==> src/rtl/spi_rom_reader_pkg.sv <==
// Shared types and SPI mode constants for the SPI ROM reader.
package spi_rom_reader_pkg;

   typedef enum logic [2:0] {
      IDLE,
      SETUP,
      SHIFT,
      HOLD,
      GAPW
   } state_t;

   localparam logic CPOL = 1'b1;
   localparam logic CPHA = 1'b1;

endpackage

==> src/rtl/spi_rom_reader_clkgen.sv <==
// DIV-cycle tick generator: tick fires on the last cycle of each DIV-cycle
// window while enabled; clr restarts the window.
module spi_clkgen #(
   parameter int unsigned DIV = 2
) (
   input  logic clk,
   input  logic rst_n,
   input  logic en,
   input  logic clr,
   output logic tick
);

   localparam int unsigned CW = (DIV > 1) ? $clog2(DIV) : 1;
   localparam logic [CW-1:0] LAST = CW'(DIV - 1);

   logic [CW-1:0] cnt;

   assign tick = en && (cnt == LAST);

   always_ff @(posedge clk or negedge rst_n) begin
      if (!rst_n) begin
         cnt <= '0;
      end else if (clr || tick) begin
         cnt <= '0;
      end else if (en) begin
         cnt <= cnt + 1'b1;
      end
   end

endmodule

==> src/rtl/spi_rom_reader.sv <==
// SPI mode-3 master reading len bytes from offset of an auto-incrementing
// SPI ROM slave; skipped bytes are clocked through but not reported.
module spi_rom_reader
   import spi_rom_reader_pkg::*;
#(
   parameter int unsigned ORD = 3,
   parameter int unsigned DIV = 2,
   parameter int unsigned GAP = 2
) (
   input  logic           clk,
   input  logic           rst_n,
   input  logic           start,
   input  logic [ORD-1:0] offset,
   input  logic [ORD:0]   len,
   output logic           busy,
   output logic           done,
   output logic [7:0]     dout,
   output logic           dout_valid,
   output logic           ss,
   output logic           sclk,
   output logic           mosi,
   input  logic           miso
);

   localparam int unsigned GW = (GAP > 1) ? $clog2(GAP) : 1;
   localparam logic [GW-1:0] GAP_LAST = GW'(GAP - 1);
   // sclk level produced by the sampling edge (rising edge for mode 3)
   localparam logic SMP_LVL = ~(CPOL ^ CPHA);

   state_t         state, state_nxt;
   logic [ORD-1:0] off_q;
   logic [ORD:0]   len_q;
   logic [ORD+3:0] rise_cnt, rise_nxt, skip_bits, total_bits;
   logic [6:0]     sh;
   logic [GW-1:0]  gap_cnt;
   logic           tick, clk_en, clk_clr, toggle, sample, finish;

   spi_clkgen #(.DIV(DIV)) u_clkgen (
      .clk   (clk),
      .rst_n (rst_n),
      .en    (clk_en),
      .clr   (clk_clr),
      .tick  (tick)
   );

   assign mosi       = 1'b0;
   assign skip_bits  = {1'b0, off_q, 3'b000};
   assign total_bits = {1'b0, off_q, 3'b000} + {len_q, 3'b000};
   assign rise_nxt   = rise_cnt + 1'b1;

   always_comb begin
      state_nxt = state;
      clk_en    = 1'b0;
      clk_clr   = 1'b0;
      toggle    = 1'b0;
      sample    = 1'b0;
      finish    = 1'b0;
      case (state)
         IDLE: begin
            clk_clr = 1'b1;
            if (start) state_nxt = (len == '0) ? HOLD : SETUP;
         end
         SETUP: begin
            clk_en = 1'b1;
            if (tick) state_nxt = SHIFT;
         end
         SHIFT: begin
            clk_en = 1'b1;
            if (tick) begin
               toggle = 1'b1;
               if (sclk == ~SMP_LVL) begin
                  sample = 1'b1;
                  if (rise_nxt == total_bits) state_nxt = HOLD;
               end
            end
         end
         HOLD: begin
            // zero-length requests pass straight through without clocking
            clk_en = (len_q != '0);
            if ((len_q == '0) || tick) begin
               finish    = 1'b1;
               state_nxt = GAPW;
            end
         end
         GAPW: begin
            if (gap_cnt == GAP_LAST) state_nxt = IDLE;
         end
         default: state_nxt = IDLE;
      endcase
   end

   always_ff @(posedge clk or negedge rst_n) begin
      if (!rst_n) begin
         state      <= IDLE;
         ss         <= 1'b1;
         sclk       <= CPOL;
         busy       <= 1'b0;
         done       <= 1'b0;
         dout       <= '0;
         dout_valid <= 1'b0;
         off_q      <= '0;
         len_q      <= '0;
         rise_cnt   <= '0;
         sh         <= '0;
         gap_cnt    <= '0;
      end else begin
         state      <= state_nxt;
         done       <= finish;
         dout_valid <= 1'b0;
         gap_cnt    <= (state == GAPW) ? gap_cnt + 1'b1 : '0;
         if (state == IDLE && start) begin
            off_q    <= offset;
            len_q    <= len;
            busy     <= 1'b1;
            rise_cnt <= '0;
            ss       <= (len == '0);
         end
         if (toggle) sclk <= ~sclk;
         if (sample) begin
            sh       <= {sh[5:0], miso};
            rise_cnt <= rise_nxt;
            if (rise_cnt[2:0] == 3'b111 && rise_cnt >= skip_bits) begin
               dout       <= {sh, miso};
               dout_valid <= 1'b1;
            end
         end
         if (finish) begin
            ss   <= 1'b1;
            busy <= 1'b0;
         end
      end
   end

endmodule
==> config.mk <==
export PLATFORM = sky130hd
export DESIGN_NAME = spi_rom_reader
export DESIGN_NICKNAME = d
export VERILOG_FILES = /design/src/rtl/spi_rom_reader_pkg.sv /design/src/rtl/spi_rom_reader_clkgen.sv /design/src/rtl/spi_rom_reader.sv
export SDC_FILE = /design/constraint.sdc
export NUM_CORES = 1
export LEC_CHECK = 0
export ABC_AREA = 1
export CAP_MARGIN = 20
export CORE_ASPECT_RATIO = 1.4
export CORE_UTILIZATION = 55
export DETAILED_ROUTE_END_ITERATION = 7
export GPL_TIMING_DRIVEN = 1
export HOLD_SLACK_MARGIN = 0.1
export PLACE_DENSITY = 0.83
export SLEW_MARGIN = 20
export SYNTH_ARGS = -nofsm -noshare
export SYNTH_HDL_FRONTEND = slang
export SYNTH_SLANG_ARGS = --single-unit
==> constraint.sdc <==
create_clock -name clk -period 2.3 [get_ports clk]
set_input_delay 0.46 -clock clk [delete_from_list [all_inputs] [get_ports clk]]
set_output_delay 0.46 -clock clk [all_outputs]
set_load 0.05 [all_outputs]
## Word-level counts from Yosys, hierarchy flattened

Index checks and enable logic that the tools add are counted.

| cells by class | value |
|---|---|
| reductions and logical operators | 15 |
| add/sub/neg operators | 4 |
| equality and inequality tests | 13 |
| magnitude comparators | 1 |
| multiplexer cells | 29 |
| bitwise gates (word level) | 1 |

Operator list:

| kind | count |
|---|---|
| $mux 3 | 7 |
| $mux 1 | 17 |
| $pmux 3 s5 | 1 |
| $mux 7 | 2 |
| $ne 2x2->1 const B | 7 |
| $logic_not 4->1 | 2 |
| $add 6x7->7 | 1 |
| $add 7x1->7 const B | 1 |
| $eq 7x7->1 | 1 |
| $ge 7x6->1 | 1 |
| $reduce_and 7->1 | 1 |
| $eq 3x2->1 const B | 2 |
| $eq 3x3->1 const B | 2 |
| $reduce_bool 2->1 | 3 |
| $reduce_bool 4->1 | 1 |
| $eq 3x1->1 const B | 1 |
| $logic_and 1x1->1 | 3 |
| $logic_not 3->1 | 1 |
| $add 1x1->1 const B | 2 |
| $logic_or 1x1->1 | 2 |
| $mux 2 | 1 |
| $pmux 1 s2 | 1 |
| $reduce_and 2->1 | 1 |
| $reduce_or 2->1 | 1 |
| $not 1->1 | 1 |

| word-level totals | value |
|---|---|
| bits of input ports | 11 |
| word-level logic and storage cells | 76 |
| output and inout bits | 14 |
| bits in registers | 39 |

## Logic depth before layout (Yosys ltp)

Gate-level depths: netlist of the first run.

| logic depth | value |
|---|---|
| depth after elaboration | 8 |
| gate-level depth with buffers | 12 |
| mapped depth without buffers | 12 |

## Cells and area by module

A second synthesis of the first run with hierarchy kept.

| second synthesis, totals | value |
|---|---|
| cells, all modules | 244 |
| area total of the unflattened synthesis | 2013.2 um2 |

Modules (own cells, without submodules):

| module | cells each | times used | area an instance (um2) | seq. area each (um2) |
|---|---|---|---|---|
| spi_rom_reader | 237 | 1 | 1963.1 | 953.4 |
| spi_clkgen | 7 | 1 | 50.0 | 25.0 |

## Worst setup path before layout of the first run

No wires, ideal clock.

| timing path | value |
|---|---|
| path type | register to register |
| start point | register off_q[0] |
| end point | register state[0] |
| stages on the path, launching flop included | 12 |
| data required time | 2183 ps |
| setup slack | 521 ps |
| data arrival time | 1663 ps |
| buffers on the path | 0 |
| cell sequence | dfrtp_1 ha_1 fa_1 xor2_1 nand3b_1 nand2_1 nor2_1 nand3_1 nand2_1 nand2_1 nand2_1 nand2_1 |

| between the ends | value |
|---|---|
| word-level cells in the longest chain between the ends | 4 |

RTL lines:

| item | line | RTL |
|---|---|---|
| from (decl) | spi_rom_reader.sv:31 | `logic [ORD-1:0] off_q;` |
| from (signal assigned) | spi_rom_reader.sv:112 | `off_q <= offset;` |
| $add 6x7->7 | spi_rom_reader.sv:48 | `assign total_bits = {1'b0, off_q, 3'b000} + {len_q, 3'b000};` |
| $eq 7x7->1 | spi_rom_reader.sv:73 | `if (rise_nxt == total_bits) state_nxt = HOLD;` |
| $ne 2x2->1 (no line) | - |  |
| $reduce_and 7->1 (no line) | - |  |
| to (signal assigned) | spi_rom_reader.sv:107 | `state <= state_nxt;` |
| to (decl) | spi_rom_reader.sv:30 | `state_t state, state_nxt;` |

No other way between the ends.
A chain may end at the register's enable or synchronous reset.

## Worst setup path after layout of the first run

| timing path | value |
|---|---|
| start point | register sclk |
| end point | output port sclk |

RTL lines:

| item | line | RTL |
|---|---|---|
| from (decl) | spi_rom_reader.sv:20 | `output logic sclk,` |
| from (signal assigned) | spi_rom_reader.sv:118 | `if (toggle) sclk <= ~sclk;` |

No word-level cell between the ends.

==> reports/results.tsv, run 1 <==
metric	value	unit
register area share after synthesis	48.7	%
f_max	0.480	GHz
Critical R2R Launch	off_q[0]	
post-CTS resize count	0	
first-pass GRT wire length	6.56	mm
die height	73.5	um
diode count	0	
drt initial violations	35	
post-route setup slack	0.215	ns
DR vias/cell	5.34	
Synth area leader	dfrtp_1	
pre-CTS setup slack	0.301	ns
fin crit share	90.7	%
Die X	53.1	um
RSZ-0062 raised after global routing	false	
Synth Register Bits	39	
CTS Hold Bufs	0	
largest stage delay on the critical path	0.80	ns
drt total wl	3.82	mm
Layout Nets	275	
largest net degree at the start of global routing	40	
met2 global-route usage	40.6	%
WS Path Type	reg -> out	
fillers	265	
status	finished, final reports clean	
placed cell area	2250	um^2
most common cell after layout, fill and taps aside	nand2_1	
Worst-Margin Slew	0.849	ns
Worst Setup SP	sclk	
Worst Hold Class	in -> async	
Final Non-Filler Cells	294	
Worst-path clk slew	0.07	ns
Synthesis Warnings	0	
CTS Sinks	39	
Hold WS	0.276	ns
grt peak-use layer	met2	
Final min period	2.09	ns
most frequent cells in the layout	nand2_1 (55), dfrtp_1 (37), inv_1 (29), clkdlybuf4s50_1 (22), nor2_1 (17)	
via count	1570	
WP data required	1.84	ns
design area	2370	um^2
Power Density	1160	nW/um^2
DR WL/cell	13.0	um
Final ANT Viol Nets	0	
CP cell instances	clkdlybuf4s50_1	
detailed-placement wirelength estimate	2.82	mm
final setup vio count	0	
CP Buf/Inv Count	1	
CTS tree	done	
Area Overhead vs Synth	17.9	%
die area	3900	um^2
top cells by area, synth	dfrtp_1 (46%), nand2_1 (10%), ha_1 (6.2%), inv_1 (5.4%), nand3_1 (4.0%)	
Synth async-reset ratio	100	%
Worst Setup End Kind	output port	
GR met3 Demand/Resource	4.35	%
total CTS buffers	5	
Max Root-Sink Buffers	2	
Mapped Nets	249	
detailed-route DRC error count	0	
distinct cell type count after synthesis	32	
Placed Cells	286	
total track usage	23.6	%
met1 Track Usage GR	28.0	%
cells after synthesis	227	
initial antenna violation count	0	
final hold vios	0	
EDFF count, synth	0	
Critical Path Source Type	flip-flop	
Slew HR	43.4	%
row cnt	25	
Max IR drop VDD	0.956	mV
Syn Area/Cell	8.85	um^2
PortBufs	23	
ys flop type	dfrtp_1	
drt pass-1 iters	4	
Post CTS Setup Buffer Count	0	
Netlist Area Pre-Place	2010	um^2
clock latency on the worst-skew pair	0.29	ns
Final Power	2.75	mW
leakage	1.17	nW
top cell type's share of synthesized area	46.1	%
Critical-path top delay cell	clkdlybuf4s50_1	
GRT overflow	0	
Max Cap Viol	0	
setup TNS	0	ns
initial core utilization	58.4	%
Core Region	3440	um^2
skew final	0.00678	ns
Pins Over Slew Limit	0	
I/O pin count	25	
critical path data arrival time	1.63	ns
post-layout util	68.8	%
H-tree depth	2	
Placer Congestion	0.850	
Crit Path Max Fanout	3	
Clock Root Buffer	clkbuf_8	
share of layout cells above drive strength 1	10.2	%
largest delay contributor family on the critical path	buffers and inverters	
vias in the first global route	1520	
[registers in the layout, summed over array words and instances (netlist names)]
signal,count
off_q,3
rise_cnt,7
u_clkgen.cnt,1
gap_cnt,1
busy,1
dout_valid,1
sclk,1
len_q,4
ss,1
dout,8
done,1
sh,7
state,3
[logic make-up (layout without fill, tap and decap cells)]
| logic type | after synthesis | in the layout | synth area share, % |
|---|---|---|---|
| AND/OR/NAND/NOR | 100 | 100 | 23.0 |
| flip-flops | 39 | 39 | 48.7 |
| buffers and inverters | 35 | 62 | 7.41 |
| AO/OA/AOI/OAI | 34 | 34 | 9.72 |
| adder cells (fa/ha/maj) | 11 | 11 | 7.23 |
| multiplexers | 6 | 6 | 3.30 |
| other | 1 | 1 | 0.187 |
| XOR/XNOR | 1 | 1 | 0.436 |
[worst paths after layout]
kind	end	slack [ns]	cells after the start
max in group asynchronous	done	1.49	1
min in group clk	sclk	0.48	2
max	sclk	0.21	1
min reg2reg	sclk	0.48	2
min	rise_cnt[6]	0.28	1
max reg2reg	state[1]	0.27	11
[layer usage]
layer / wire [um] / up-vias
met5: 0 / -
met4: 68 / 0
met3: 88 / 6
met2: 2020 / 18
met1: 1630 / 761
li1: - / 785
[synth_stat cells, types with 2 or more instances]
| master | count |
|---|---|
| dfrtp_1 | 37 |
| nor2_1 | 17 |
| nor2_2 | 2 |
| nand4_1 | 2 |
| buf_2 | 2 |
| a21oi_1 | 11 |
| nand3_1 | 16 |
| dfstp_2 | 2 |
| nand2_1 | 55 |
| o22ai_1 | 3 |
| ha_1 | 10 |
| mux2_2 | 5 |
| nand3b_1 | 2 |
| o21ai_0 | 16 |
| inv_2 | 2 |
| inv_1 | 29 |
[report_power, final]
| part | switching (mW) | leakage, nW | internal (mW) |
|---|---|---|---|
| Combinational | 0.714 | 0.606 | 0.445 |
| Clock | 0.233 | 0.0612 | 0.351 |
| Sequential | 0.136 | 0.501 | 0.869 |
| Total | 1.08 | 1.17 | 1.66 |
[cell type report]
type,instances,area [um^2],area share [%]
multi-input cells,153,881,37.2
inverters,31,116,4.91
flip-flops and latches,39,978,41.3
well taps,40,50.0,2.11
repair buffers,23,225,9.51
clock inverters,2,35.0,1.48
clock buffers,6,82.6,3.49
No activity file was read; power rests on OpenSTA's default activity.
==> inputs of run 2 (changes only) <==
--- a/config.mk
+++ b/config.mk
@@ -13,7 +13,6 @@
 export GPL_TIMING_DRIVEN = 1
 export HOLD_SLACK_MARGIN = 0.1
 export PLACE_DENSITY = 0.83
-export SLEW_MARGIN = 20
 export SYNTH_ARGS = -nofsm -noshare
 export SYNTH_HDL_FRONTEND = slang
 export SYNTH_SLANG_ARGS = --single-unit
==> results of run 2 <==
No change in the layout: final DEF, timing and power equal those of run 1.
==> RTL change 1: new RTL, settings of run 2 <==
Set the package constant `CPHA` to 1'b0 (it was 1'b1).
--- a/src/rtl/spi_rom_reader_pkg.sv
+++ b/src/rtl/spi_rom_reader_pkg.sv
@@ -10,7 +10,7 @@
    } state_t;
 
    localparam logic CPOL = 1'b1;
-   localparam logic CPHA = 1'b1;
+   localparam logic CPHA = 1'b0;
 
 endpackage
 
Check against the original RTL: no difference found for any inputs over 10 cycles, from zero or initial values and one cycle with rst_n low; that may be too few to reach the edited logic, so the function may still have changed.
==> RTL change 1 against run 2 <==
Synthesized area increased by 2.8%; synthesized cell count increased by 5.3%; setup slack got worse by 96 ps; wire length decreased by 2.7%; clock skew decreased by 1.6 ps; final cell count increased by 4.4%; core utilization decreased by 1.7 points; power decreased by 2.5%; cell area increased by 2.4%; critical path depth unchanged; sequential cell count unchanged; global-route usage decreased by 1.6 points; via count increased by 3.4%.
==> RTL change 1: results <==
group,metric,value,unit
run_status,status,"complete, no violations",
detailed_routing,drt_iter0_drc,41,
yosys,seq_area_frac_synth,47.4,%
yosys,synth.area.top_cells,"dfrtp_1 45%, nand2_1 11%, ha_1 6.1%, nand3_1 5.3%, inv_1 5.3%",
die,rows,26,
global_routing,grt_pass1_wl,6290,um
worst_setup_path,cp_max_fo,4,
yosys,async_reset_ff_share,100,%
finish,drive_above_1_share,13.2,%
global_routing,grt_util_met1,24.0,%
finish,num-fill-cells,307,
place,dpl.cell_count,299,
clock_network,clk-insertion-delay-late,300,ps
clock_network,clockBufferDepth,2,
sta,finalClockSkew,5.17,ps
finish,nNetsFinal,286,
power,leakagePower,1.20,nW
worst_setup_path,slowest_stage,"clkdlybuf4s50_1",
clock_network,numCtsBuffers,5,
worst_hold_path,hold_class,"input port to async pin",
global_routing,grt_use_met2,38.7,%
detailed_routing,vias_per_cell,5.29,
yosys,ys_types,33,
worst_setup_path,critPathMaxStageDelay,830,ps
yosys,synth_common_cells,"60 x nand2_1, 37 x dfrtp_1, 29 x inv_1, 22 x nand3_1, 13 x nor2_1",
place,dpl.hpwl,2770,um
place,place.gp.congestion,0.898,
power,ir_drop,0.000893,V
finish,insertedDiodeCount,0,
yosys,ys_warn_count,0,
detailed_routing,drt-total-wl,3710,um
clock_network,clockRootBuffer,"clkbuf_8",
global_routing,grt_pass1_vias,1552,
worst_setup_path,arrival,1720,ps
finish,largest_registers,"dout x8, rise_cnt x7, sh x7",
place,pre_cts_ws,401,ps
clock_network,ctsHtreeMaxLevel,2,
global_routing,grt.met3_usage,6.13,%
detailed_routing,first_pass_iters,5,
global_routing,track_usage,22.0,%
sta,slew_headroom,44.5,%
yosys,synth_nets,261,
detailed_routing,routedWlPerCell,12.1,um
yosys,syn_area_per_cell,8.64,um2
place,place_area,2310,um2
-- RTL change 1: cell types whose count changed in the layout (fill, tap and decap cells not counted), moves of 2 or more --
cell	delta
nand2_1	+5
nand2_2	+4
nand4_1	+3
nand3b_1	-2
o21ai_2	+6
nand3_1	+6
o21ai_0	-4
a21oi_1	-5
nor2_1	-4
-- RTL change 1: cell type report --
class	count	area (um2)	area share (%)
Sequential cell	39	978	40.4
Multi-Input combinational cell	162	928	38.3
Timing Repair Buffer	24	233	9.60
Inverter	32	120	4.95
Clock buffer	5	68.8	2.84
Tap cell	42	52.6	2.17
Clock inverter	3	43.8	1.81
-- RTL change 1: cell families after synthesis --
kind of cell             share of synthesized area, %
AND/OR/NAND/NOR                                  24.9
flip-flops                                       47.4
buffers and inverters                            7.64
AO/OA/AOI/OAI                                    9.33
adder cells (fa/ha/maj)                          7.03
multiplexers                                     2.67
XOR/XNOR                                        0.849
other                                           0.182
-- RTL change 1: power by group --
group	internal, mW	switching, mW	total, mW
registers	0.854	0.144	0.998
clock network	0.323	0.245	0.568
logic	0.430	0.685	1.11
total	1.61	1.07	2.68
-- RTL change 1: path summary, 6_finish.rpt --
kind / cells past startpoint / slack, ps / end / start
setup / recovery: 1 / 120 / sclk / sclk
hold / removal: 1 / 260 / rise_cnt[0] / rst_n
setup reg to reg: 11 / 390 / state[1] / rise_cnt[0]
hold reg to reg: 2 / 480 / dout[0] / dout[0]
max in group asynchronous: 1 / 1520 / dout[1] / rst_n
min in group clk: 2 / 480 / dout[0] / dout[0]
-- RTL change 1: per-layer routing --
layer	vias up	share of wire [%]	routed length [um]
met4	0	2.1	77
met3	9	4.7	176
li1	828	-	-
met2	41	51	1900
met5	-	0	0
met1	746	42	1560
==> RTL change 2: new RTL, flow settings as in run 2 <==
Without the edit above. The 5 states of `state_t` get a one-hot encoding in 5 bits.
--- a/src/rtl/spi_rom_reader_pkg.sv
+++ b/src/rtl/spi_rom_reader_pkg.sv
@@ -1,12 +1,12 @@
 // Shared types and SPI mode constants for the SPI ROM reader.
 package spi_rom_reader_pkg;
 
-   typedef enum logic [2:0] {
-      IDLE,
-      SETUP,
-      SHIFT,
-      HOLD,
-      GAPW
+   typedef enum logic [4:0] {
+      IDLE  = 5'b00001,
+      SETUP = 5'b00010,
+      SHIFT = 5'b00100,
+      HOLD  = 5'b01000,
+      GAPW  = 5'b10000
    } state_t;
 
    localparam logic CPOL = 1'b1;
Behaviour: same outputs for any inputs over 10 cycles, from zero or initial values and one cycle with rst_n low; not proved beyond that.
==> RTL change 2 against run 2 <==
Critical path type unchanged; wire length grew 5.8%; fmax down 2.3%; largest cell class unchanged; power decreased by 8.5%; setup slack worse by 49 ps; synthesized area rose by 6.4%; final cell count is 13% higher; combinational power fell by 10%; cell area increased by 5.7%; sequential cell count grew 2.
==> RTL change 2: results <==
group,metric,value,unit
finish,drive_above_1_share,9.69,%
place,place.gp.congestion,0.866,
finish,regArea,1030,um2
yosys,seq_area_frac_synth,48.2,%
detailed_routing,vias,1737,
power,ir_drop,0.000908,V
global_routing,grt_pass1_vias,1561,
power,swShare,40.9,%
run_status,status,"complete, no violations",
global_routing,grt_pass1_wl,6720,um
worst_setup_path,r2r_cells,12,
finish,seq_cells,41,
global_routing,track_usage,22.9,%
worst_hold_path,hold_class,"register to register",
finish,num-fill-cells,296,
finish,nNonClkInverters,37,
die,core,3680,um2
finish,multi_input_area,940,um2
detailed_routing,drt_iter0_drc,48,
yosys,ys_types,30,
finish,buffers,27,
worst_setup_path,arrival,1670,ps
yosys,synth.area.top_cells,"dfrtp_1 44%, nand2_1 15%, inv_1 6.0%, ha_1 5.9%, o21ai_0 4.7%",
place,place_area,2410,um2
yosys,synth_nets,280,
worst_setup_path,cp_max_fo,4,
finish,final-clk-cell-share,3.30,%
[RTL change 2: changes by cell type after synthesis, sizes merged, moves of 2 or more]
cell / before / now
a21oi: 13 / 3
nor4: 1 / 5
mux2: 5 / 0
nor2: 20 / 14
nand2: 56 / 87
nand3: 17 / 20
nor3: 2 / 0
inv: 31 / 36
o21ai: 16 / 26
[RTL change 2: per-layer routing]
metal | track usage, % | up-vias | share of wire, %
met5 | 0 | - | 0
met4 | 11.7 | 0 | 2.5
met3 | 4.39 | 11 | 3.2
met2 | 37.8 | 48 | 52
met1 | 27.6 | 800 | 42
li1 | - | 878 | -
[RTL change 2: power groups by stage]
| stage | registers (mW) | logic (mW) | clock network (mW) |
|---|---|---|---|
| floorplan | 1.10 | 0.701 | 0 |
| global placement | 1.02 | 1.01 | 0 |
| detailed placement | 1.03 | 1.04 | 0 |
| CTS | 1.02 | 1.05 | 0.465 |
| global route | 1.03 | 1.20 | 0.487 |
| finish | 1.02 | 1.04 | 0.456 |
[RTL change 2: cell families after synthesis]
family	count (synthesis)	synth area share [%]
xor+xnor	2	0.820
other cells	1	0.175
fa+ha+maj	11	6.79
simple gates	129	27.2
flops	41	48.2
compound gates	33	9.02
buf+inv	41	7.84
[RTL change 2: metrics by stage]
stage                     total power, mW  setup WS [ps]  util [%]  cells  hold slack, ps
after global routing                 2.72            143      68.1    331             507
after CTS                            2.53            161      68.1    331             484
final                                2.52            166      68.1    331             480
after floorplan                      1.80            492         -    258             164
after detailed placement             2.06            377      65.6    322             381
after global placement               2.02            423      65.6    322             376
[RTL change 2: timing repair]
| item | 4_1_cts | 5_1_grt |
|---|---|---|
| gates resized for setup | 0 | 0 |
| hold endpoints to repair | 13 | 0 |
| hold buffers | 1 | 0 |
